## config.mk

```make
export PLATFORM = sky130hd
export DESIGN_NAME = aes_round_ctrl
export DESIGN_NICKNAME = d
export VERILOG_FILES = /design/src/rtl/aes_pkg.sv /design/src/rtl/aes_round_ctrl_sel.sv /design/src/rtl/aes_round_ctrl.sv
export SDC_FILE = /design/constraint.sdc
export NUM_CORES = 1
export LEC_CHECK = 0
export BUFFER_PORTS_ARGS = -buffer_cell sky130_fd_sc_hd__buf_2
export CORE_AREA = 8 8 348 350
export DETAILED_ROUTE_END_ITERATION = 10
export DIE_AREA = 0 0 356 358
export PLACE_DENSITY = 0.32
export SETUP_SLACK_MARGIN = 0.05
export SLEW_MARGIN = 20
export SYNTH_ARGS = -nofsm -noshare
export SYNTH_HDL_FRONTEND = slang
export SYNTH_SLANG_ARGS = --single-unit
```

## constraint.sdc

```tcl
create_clock -name clk -period 4.5 [get_ports clk]
set_clock_uncertainty 0.15 [all_clocks]
set_input_delay 0.675 -clock clk [delete_from_list [all_inputs] [get_ports clk]]
set_output_delay 0.675 -clock clk [all_outputs]
set_load 0.02 [all_outputs]
```

## src/rtl/aes_pkg.sv

```systemverilog
// Shared AES-128 sequencer constants: FSM encoding, widths, round-constant seed and GF(2^8) doubling.
// No logic of its own; no latency and no backpressure.
// Imported by aes_round_ctrl and its state-select mux.
package aes_pkg;

  localparam int AES_DW = 128;

  localparam logic [1:0] ST_IDLE  = 2'd0;
  localparam logic [1:0] ST_ROUND = 2'd1;
  localparam logic [1:0] ST_DONE  = 2'd2;

  localparam logic [7:0] RCON_INIT = 8'h01;
  localparam logic [7:0] RCON_POLY = 8'h1B;

  // Multiply by x in GF(2^8) modulo the AES polynomial; steps rcon from round to round.
  function automatic logic [7:0] xtime(input logic [7:0] b);
    return {b[6:0], 1'b0} ^ (b[7] ? RCON_POLY : 8'h00);
  endfunction

endpackage

```

## src/rtl/aes_round_ctrl_sel.sv

```systemverilog
// 2:1 selector for the state-register input: a1 when s=0, a2 when s=1.
// Purely combinational, zero latency.
// No flow control.
module aes_round_ctrl_sel
  import aes_pkg::*;
#(
  parameter int W = AES_DW
) (
  input  logic [W-1:0] a1,
  input  logic [W-1:0] a2,
  input  logic         s,
  output logic [W-1:0] y
);

  assign y = s ? a2 : a1;

endmodule

```

## src/rtl/aes_round_ctrl.sv

```systemverilog
// Iterative AES-128 sequencer: initial AddRoundKey, ROUNDS passes through an external round datapath, then ciphertext.
// Latency: accept in cycle T, out_valid in cycle T+ROUNDS+1; one block per ROUNDS+2 cycles at best.
// Backpressure: ciphertext held until out_ready, no input accepted meanwhile; AES_ROUND_CTRL_ABORT_EN adds an abort input.
module aes_round_ctrl
  import aes_pkg::*;
#(
  parameter int DW     = AES_DW,
  parameter int ROUNDS = 10
) (
  input  logic          clk,
  input  logic          rst,
`ifdef AES_ROUND_CTRL_ABORT_EN
  input  logic          abort,
`endif
  input  logic          in_valid,
  output logic          in_ready,
  input  logic [DW-1:0] plaintext,
  input  logic [DW-1:0] key,
  output logic [DW-1:0] round_state,
  output logic [DW-1:0] round_key,
  output logic [7:0]    rcon,
  output logic          final_round,
  input  logic [DW-1:0] round_result,
  input  logic [DW-1:0] next_key,
  output logic          out_valid,
  input  logic          out_ready,
  output logic [DW-1:0] ciphertext
);

  localparam logic [3:0] CNT_LAST = 4'(ROUNDS);

  logic [1:0]    st;
  logic [1:0]    st_nxt;
  logic [DW-1:0] state_reg;
  logic [DW-1:0] key_reg;
  logic [7:0]    rcon_reg;
  logic [3:0]    cnt;
  logic [DW-1:0] state_d;
  logic          load;
  logic          last;
  logic          abort_act;

`ifdef AES_ROUND_CTRL_ABORT_EN
  assign abort_act = abort && (st != ST_IDLE);
`else
  assign abort_act = 1'b0;
`endif

  assign load = (st == ST_IDLE) && in_valid;
  assign last = (cnt == CNT_LAST);

  aes_round_ctrl_sel #(.W(DW)) u_state_sel (
    .a1 (plaintext ^ key),
    .a2 (round_result),
    .s  (st == ST_ROUND),
    .y  (state_d)
  );

  always_ff @(posedge clk) begin
    if (rst) st <= ST_IDLE;
    else     st <= st_nxt;
  end

  always_comb begin
    st_nxt = st;
    case (st)
      ST_IDLE:  if (in_valid)  st_nxt = ST_ROUND;
      ST_ROUND: if (last)      st_nxt = ST_DONE;
      ST_DONE:  if (out_ready) st_nxt = ST_IDLE;
      default:                 st_nxt = ST_IDLE;
    endcase
    if (abort_act) st_nxt = ST_IDLE;
  end

  always_comb begin
    in_ready    = 1'b0;
    out_valid   = 1'b0;
    final_round = 1'b0;
    case (st)
      ST_IDLE:  in_ready    = 1'b1;
      ST_ROUND: final_round = last;
      ST_DONE:  out_valid   = 1'b1;
      default:  ;
    endcase
  end

  // Abort wipes key material along with the state, not just the FSM.
  always_ff @(posedge clk) begin
    if (rst || abort_act) begin
      state_reg <= '0;
      key_reg   <= '0;
      rcon_reg  <= RCON_INIT;
      cnt       <= 4'd1;
    end else if (load) begin
      state_reg <= state_d;
      key_reg   <= key;
      rcon_reg  <= RCON_INIT;
      cnt       <= 4'd1;
    end else if (st == ST_ROUND) begin
      state_reg <= state_d;
      key_reg   <= next_key;
      rcon_reg  <= xtime(rcon_reg);
      cnt       <= cnt + 4'd1;
    end
  end

  assign round_state = state_reg;
  assign round_key   = key_reg;
  assign rcon        = rcon_reg;
  assign ciphertext  = state_reg;

endmodule

```

# After elaboration in Yosys (flattened, before gate mapping)

Index checks and enable logic that the tools add are counted.

Flip-flop bits (word level): 270
Input bits: 516
Output and inout bits: 395
Logic and storage cells: 32

$add $sub $neg: 1
Equal/unequal tests: 6
Mux-type cells: 13
Bitwise logic cells: 2
Reduce and logical (&&, ||, !) cells: 5

Operators with widths:

| operator            | count |
|---|---|
| $mux 128            | 5 |
| $xor 128x128->128   | 1 |
| $xor 8x5->8         | 1 |
| $mux 2              | 3 |
| $ne 2x2->1 const B  | 3 |
| $pmux 2 s3          | 1 |
| $mux 5              | 1 |
| $add 4x1->4 const B | 1 |
| $eq 4x4->1 const B  | 1 |
| $mux 1              | 3 |
| $reduce_and 3->1    | 1 |
| $eq 2x1->1 const B  | 1 |
| $eq 2x2->1 const B  | 1 |
| $logic_not 2->1     | 1 |
| $reduce_bool 2->1   | 1 |
| $reduce_or 2->1     | 1 |
| $logic_and 1x1->1   | 1 |

# Longest topological paths before layout

Gate-level depths: netlist of run 1.

Depth in word-level cells: 4
Gate-level depth with buffers: 7
Gate-level depth less buffers: 5

# Cells and area by module

Synthesis of run 1 repeated with hierarchy kept, for this count alone.

Cells, all modules: 1879
Area, all modules: 15476.1 um^2

Modules (own cells, without submodules):

| module             | instances | cells each | area each (um^2) | sequential area each (um^2) |
|---|---|---|---|---|
| aes_round_ctrl     | 1         | 1737       | 13857.0          | 5405.2 |
| aes_round_ctrl_sel | 1         | 142        | 1619.1           | 0.0 |

# Worst setup path before layout of run 1

No wires, ideal clock.

Path kind: input-to-reg
From: in rst
To: reg state_reg[100], in the netlist ciphertext[100]
Library setup time: 0.059 ns
Arrival: 1.789 ns
Required time: 4.291 ns
Setup slack: 2.501 ns
Stages on the path: 6
Buffers on the path: 3
Path through: clkbuf_1 or4b_4 buf_6 buf_6 nor2_1 a221o_1

RTL lines:

| what                 | RTL line              | text |
|---|---|---|
| from (decl)          | aes_round_ctrl.sv:11  | `input logic rst,` |
| to (signal assigned) | aes_round_ctrl.sv:95  | `state_reg <= state_d;` |
| to (signal assigned) | aes_round_ctrl.sv:100 | `state_reg <= state_d;` |
| to (decl)            | aes_round_ctrl.sv:34  | `logic [DW-1:0] state_reg;` |

# Final worst setup path of run 1

From: reg st[0]
To: out final_round

Longest elaborated chain between the ends: 2

RTL lines:

| what                   | RTL line             | text |
|---|---|---|
| from (decl)            | aes_round_ctrl.sv:32 | `logic [1:0] st;` |
| from (signal assigned) | aes_round_ctrl.sv:61 | `else st <= st_nxt;` |
| $eq 2x1->1             | aes_round_ctrl.sv:79 | `case (st)` |
| $mux 1                 | aes_round_ctrl.sv:79 |  |
| to (decl)              | aes_round_ctrl.sv:22 | `output logic final_round,` |

No other way between the ends.

==> flow_results.org, run 1 <==
** Timing
- Summed over all failing endpoints, the final setup total negative slack is 0 ns.
- Number of pins with negative max-slew slack in the final report :: 0
- Setup violations remaining at the end of the flow were counted as 0.
- Number of hold violations in the final report :: 0
- Setup repair after global routing missed its margin :: no
- Dividing the final minimum period by the clock period gives 72.9%.
- Once routing completed, OpenROAD measured the worst setup slack at approximately 1.2 ns.
- Slew headroom :: 31.5%
- Slew at the pin closest to its max-slew limit :: around 1.0 ns
- Highest clock rate :: 305 MHz
- Hold timing on the final database bottoms out at a slack of between 0.15 and 0.2 ns.
- Counting I/O delays and the setup requirement, the final critical path takes 3.28 ns.

** Die
- The floorplan step defined a die boundary enclosing 127000 sq um.
- Number of placed I/O pins :: 911
- The initial utilization of the core area, before any placement, comes to between 10% and 20%.
- Area of the core region :: ~120000 sq um
- Measured along the x axis, the die boundary spans 356 microns.
- Row cnt :: 125
- Measured along the y axis, the die boundary spans 358 microns.

** Clock tree
- Hold buffers post-CTS :: 0
- After clock tree synthesis, the clock-pin slew on the worst setup and hold paths is about 0.07 ns.
- In this run, CTS created clock tree buffers numbering 40.
- Gates resized during post-CTS repair numbered 0.
- Sinks on Clock Net :: 270
- CTS tree :: done
- The clock reaches the later pin of the worst-skew pair after 0.57 ns.
- The H-tree was split into 2 levels.
- Once the clock tree was built, the setup fixing pass inserted 0 buffers.
- The longest clock path from root to sink contains 3 buffers.
- Clock Tree Root :: sky130_fd_sc_hd__clkbuf_16

** Critical path
- The worst register-to-register path has a depth of 4.
- Following the worst setup path forward leads to its endpoint at final_round.
- Traced cell by cell, the critical path runs through nand2b_2 -> nor2_1 -> buf_2.
- The worst setup path is of the reg2out kind.
- Tracing the worst setup path back leads to its startpoint at st[0].
- STA classifies the critical path startpoint as a register.
- Worst r2r dst :: st[0]
- The startpoint identified for the worst register-to-register timing path is st[0].
- Worst reg-to-reg setup slack :: 1.71 ns
- CP Capture Type :: primary output
- Highest cell delay on the worst timing path :: 0.74 ns
- Among all stages on the critical path, the largest delay is contributed by sky130_fd_sc_hd__dfxtp_4.
- Critical-path maximum fanout :: 44
- For the worst setup path, the data arrival time is 2.46 ns.
- For the worst setup path, the data required time is 3.67 ns.

** Yosys
- The synthesized design devotes to its leading area cell type about two fifths of total area.
- Yosys synthesis warning count :: 0
- Sequential elements use 40.9% of the synthesized area.
- Counting distinct cell types in the post-synthesis netlist gives 29.
- Post-Syn Instances :: 1500
- Mean area per synthesized cell :: roughly 8.8 sq um
- Flop and latch count out of synthesis :: 270
- Top flip-flop cell by instance count after synthesis :: sky130_fd_sc_hd__dfxtp_1
- The synthesized design spends more area on one cell type than any other, namely sky130_fd_sc_hd__dfxtp_1.
- In this run, synthesis inferred 0 flip-flops with an integrated enable.
- In the synthesized netlist the async set-or-reset flop fraction comes to 0%.
- By area the synthesized netlist is led by sky130_fd_sc_hd__dfxtp_1 41%, sky130_fd_sc_hd__nor2_1 12%, sky130_fd_sc_hd__xnor2_1 8.7%.
- When the netlist entered floorplanning its net count stood at approximately 2000.
- Synth Cell Area :: 13200 sq um

** Hold path
- Hold Path Class :: in2reg

** GRT
- Vias in the first global route :: 14700
- Global routing used 12.5% of the available tracks.
- The first global-routing pass estimated 116 mm of wire.
- Grt total ovfl :: 0
- Initial antenna violation count :: 13
- Entering global routing, the biggest net connects 88 pins.

** Cells and area
- Cells with a size suffix above 1 make up around 45% of the layout.
- Total number of nets in the final design :: 2730
- The count of cells in the finished layout, fillers not included, comes to approximately 3800.
- Once layout is done, the placed cells without fillers occupy 19700 sq um.
- In the final layout, the multi-input gates occupy 6250 sq um.
- Filler cell count in the final layout :: between 10000 and 15000
- Sequential cell area :: 5410 sq um
- Post-Route Utilization :: 17.0%
- The area growth from synthesis to layout is 48.6%.

** Power and ir drop
- Power, Total :: between 7 and 8 mW
- Worst supply voltage drop on vdd :: 0.195 mV
- For this design the ratio of total power to cell area is roughly 410 nW/um^2.
- Leak pwr :: 8.93 nW

** Job
- Max-cap violations in this run came to 0.

** Route
- The count of nets left with antenna violations once routing finished came out at 0.
- Wire per inst :: 22.7 microns
- For this run, the detailed router's first-pass iteration total came to 5.
- Aggregate routed wire length :: 85.7 mm
- Avg Vias per Cell :: 3.72
- In this run, the number of DRC markers left after iteration 0 of detailed routing was between 800 and 900.
- The routed layout has 14000 vias.
- DRC :: 0

** Placed design
- The placed instances occupy a cell area of 18400 sq um.
- Prior to clock tree synthesis, the placed netlist has a worst setup slack of 1.34 ns.
- Cell count after placement :: 3694
- Detailed placement ended at an HPWL of 66.4 mm.
- At the end of routability-driven placement, the weighted congestion stood at approximately 0.8.
- In this run the tool buffered the top-level ports with 910 buffer cells.

** Status
- The run finished with clean final reports.
==> report_power, final <==
group          total, mW  switching, mW  internal [mW]  leakage (nW)
Sequential          2.83          0.200           2.63          2.24
Clock               3.18           1.32           1.86         0.621
Combinational       1.98           1.26          0.719          6.07
Total               7.99           2.78           5.21          8.93
==> worst min path at each step <==
stage                                from             to  slack (ns)  cells after the start
after global routing      round_result[1]  ciphertext[1]        0.11                      2
after detailed placement          rcon[5]        rcon[6]        0.32                      2
final                     round_result[1]  ciphertext[1]        0.16                      2
after CTS                 round_result[1]  ciphertext[1]        0.08                      2
after global placement            rcon[5]        rcon[6]        0.31                      2
after floorplan                    cnt[3]         cnt[3]        0.31                      2
==> Yosys cell counts, drive strengths merged, types with 3 or more instances <==
master,count
inv,4
nand2,12
dfxtp,270
nor2,408
a2111oi,26
buf,180
a21oi,6
a211oi,132
clkbuf,82
o2bb2ai,114
nand3,3
xnor2,131
a221o,102
o22ai,14
==> logic make-up (layout without fill, tap and decap cells) <==
kind of cell	after synthesis	count (layout)	share of synthesized area [%]
and+or+nand+nor	433	433	12.6
AOI/OAI and AO/OA	397	397	25.6
DFF	270	270	40.9
buffers and inverters	266	1007	12.0
xor gates and xnor gates	132	132	8.74
adders and majority gates	2	2	0.189
other	0	8	0
==> worst max-delay path, delay by kind of cell (launching register included) <==
kind	cells	cell delay, ns
simple gates	2	0.93
buf+inv	1	0.22
flops	1	0.74
==> layer usage <==
layer  up-vias  global-route usage [%]  wire [microns]
met2       530                    21.4           42000
met1      6722                    15.4           36100
met4         2                    3.88            2060
met3        95                    3.25            5590
met5         -                       0              13
li1       6680                       -               -
==> cell type report <==
| class | count | area share [%] |
|---|---|---|
| repair buffers | 932 | 24.3 |
| multi-input cells | 964 | 31.8 |
| clock inverters | 12 | 0.490 |
| well taps | 1524 | 9.70 |
| flip-flops and latches | 270 | 27.5 |
| diodes | 8 | 0.102 |
| inverters | 4 | 0.127 |
| clock buffers | 59 | 5.97 |
==> cells in the final DEF (no fill, tap or decap), drive strengths merged, types with 6 or more instances in the layout <==
master   netlist  layout
dfxtp        270     270
a211oi       132     132
a21oi          6       6
buf          180     932
o22ai         14      14
nor2         408     408
o2bb2ai      114     114
nand2         12      12
xnor2        131     131
clkbuf        82      59
clkinv         0       8
a2111oi       26      26
a221o        102     102
diode          0       8
No activity file was read; power rests on OpenSTA's default activity.
==> run 2: changes to the inputs <==
==> constraint.sdc (replaced) <==
create_clock -name clk -period 3.4 [get_ports clk]
set_clock_uncertainty 0.15 [all_clocks]
set_input_delay 0.51 -clock clk [delete_from_list [all_inputs] [get_ports clk]]
set_output_delay 0.51 -clock clk [all_outputs]
set_load 0.02 [all_outputs]
==> run 2 against run 1 <==
  * Final area up 5.1%
  * Routed wire length about the same
  * Utilization up 0.86 points
  * Sequential share of layout area down 1.3 points
  * Hold slack worse by 0.085 ns
  * Critical path depth unchanged
  * Via count up 1.6%
==> flow_results.org, run 2 (synthesized netlist as in run 1, its figures left out) <==
** Critical path
- Worst Path Required :: 2.74 ns
- Walking the worst path, the cells encountered are buf_4 -> nor2b_1 -> buf_2.
- The critical path in this run is classified as reg2out.
- Highest cell delay on the worst timing path :: a little over 0.6 ns
- The largest individual stage delay along the critical path comes from the cell sky130_fd_sc_hd__buf_4.
- STA classifies the critical path endpoint as a primary output.
- The worst setup path is launched from a register.
- In this run the worst path has a maximum fanout of 58.
- Data arrival time of the critical path :: slightly above 2 ns

** Die
- Initial Utilization :: 11.5%
- Total Die Area :: 127000 sq um
- The floorplan step set the die width to 356 microns.
- Area of the core region :: 115000 sq um
- 911 I/O pins were placed.
- Row cnt :: between 100 and 150
- Y dimension of the die :: 358 microns

** Cells and area
- Filler cell count in the final layout :: 13200
- The library cells used most frequently in the layout, excluding fill and tap cells, are 908 x sky130_fd_sc_hd__buf_2, 406 x sky130_fd_sc_hd__nor2_1, 269 x sky130_fd_sc_hd__dfxtp_1, 132 x sky130_fd_sc_hd__a211oi_1, 131 x sky130_fd_sc_hd__xnor2_1.
- Fraction of final layout cells sized beyond drive strength 1 :: 42.8%
- Filler-free cell count of the finished design :: slightly below 4000
- Commonest non-fill, non-tap cell in the layout :: sky130_fd_sc_hd__buf_2
- From synthesis to final layout, the design area changed by 56.2%.
- Total number of nets in the final design :: 2834

** Clock tree
- Number of buffers on the longest clock path :: 3
- Clock Tree Root :: sky130_fd_sc_hd__clkbuf_16
- Number of buffers added by the clock tree synthesis step :: 39
- Counting every sink on the clock net gives 270.
- CTS tree :: done
- Post-cts sizing count :: 0
- After clock tree synthesis, the clock-pin slew on the worst setup and hold paths is 0.06 ns.
- For the worst-skew pair, the clock arrives at the later sink with an insertion delay of 0.57 ns.
- CTS built an H-tree with a depth of 2.

** Status
- Outcome :: completed

** Placed design
- Total half-perimeter wirelength after legalization and detailed placement :: roughly 67 mm
- Pre-CTS setup slack :: 0.895 ns
- Cell count after placement :: 3700
- # port buffers :: about 900
- Final weighted congestion in routability-driven placement :: 0.808

** Route
- DR pass1 iterations :: 5
- Number of DRC markers in iteration 0 :: 679
- Aggregate routed wire length :: roughly 86 mm
- After detailed routing, the number of vias per cell comes to 3.68.
- Vias after detailed routing :: 14300
- In the routed design, unresolved DRC markers number 0.
- In the final routed layout, each cell accounts on average for 22.1 microns.
- The count of nets left with antenna violations once routing finished came out at 0.

** GRT
- Total global-route track usage :: between 10% and 20%
- The first global-routing pass estimated 117 mm of wire.
- Vias in the first global route :: 15200
- Entering global routing, the biggest net connects 146 pins.
- The initial antenna violation count was 9.
- The total overflow left after global routing is 0.

** Timing
- Setup slack on the critical path of the routed design comes to 0.704 ns.
- In the finished design, the share of the clock period the worst path needs comes to about four fifths.
- Min Clock Period, post-route :: about 2.7 ns
- Number of pins with negative max-slew slack in the final report :: 0
- At the pin with the least slew margin, the transition time is 1.07 ns.
- Setup violations remaining at the end of the flow were counted as 0.
- On the final layout, the worst hold slack is 0.0796 ns.
- Number of hold violations in the final report :: 0
- Setup repair after global routing left no endpoint under its margin.
- Slew headroom :: between 20% and 30%
- Fin Setup TNS :: 0 ns
- Highest clock rate :: 371 MHz

** Power and ir drop
- Leak pwr :: 9.36 nW
- Power per unit of standard cell area :: between 500 and 600 nW/um^2
- Worst supply voltage drop on vdd :: between 0.2 and 0.25 mV

** Hold path
- Hold Path Class :: in2reg

** Job
- Across the run, the number of max-cap violations was 0.
run 2: critical path, delay by kind of cell, from the launching register on:
kind,cells,cell delay (ns)
buffers and inverters,2,0.83
and+or+nand+nor,1,0.19
DFF,1,0.43
run 2: where the power goes:
part           internal, mW  switching, mW
clock                  2.37           1.67
sequential             3.48          0.249
combinational          1.04           1.71
total                  6.89           3.63
run 2: metal layers:
metal	part of all wire [%]	wire, microns	global-route usage, %
met5	0.049	42	0
met1	41	35100	14.8
met2	49	42100	21.5
met3	7.3	6260	3.96
met4	2.5	2110	3.53
run 2: cell type report:
type	instances	area (sq um)	area share [%]
well taps	1524	1910	9.23
clock buffers	60	1130	5.50
flip-flops and latches	270	5410	26.2
inverters	4	25.0	0.121
repair buffers	1037	5830	28.2
multi-input cells	964	6250	30.3
diodes	6	15.0	0.0727
clock inverters	8	76.3	0.370
run 2: final timing paths:
| path | depth (start not counted) | slack [ns] | startpoint | to |
|---|---|---|---|---|
| worst min-delay path | 3 | 0.08 | round_result[106] | ciphertext[106] |
| worst max-delay path | 3 | 0.70 | st[0] | out_valid |
| worst max register to register | 4 | 1.13 | st[0] | ciphertext[107] |
| worst min register to register | 2 | 0.32 | rcon[5] | rcon[6] |
run 2: timing repair:
action,CTS,global route
hold buffers,99,0
buffers inserted,0,0
hold endpoints to repair,99,0
run 2: metrics by stage:
stage	utilization, %	power (mW)	instance area [sq um]
6_report	17.9	10.5	20600
5_1_grt	17.9	11.1	20600
4_1_cts	17.9	10.8	20600
3_5_place_dp	16.0	6.52	18400
3_3_place_gp	16.0	6.54	18400
2_1_floorplan	-	5.36	13200
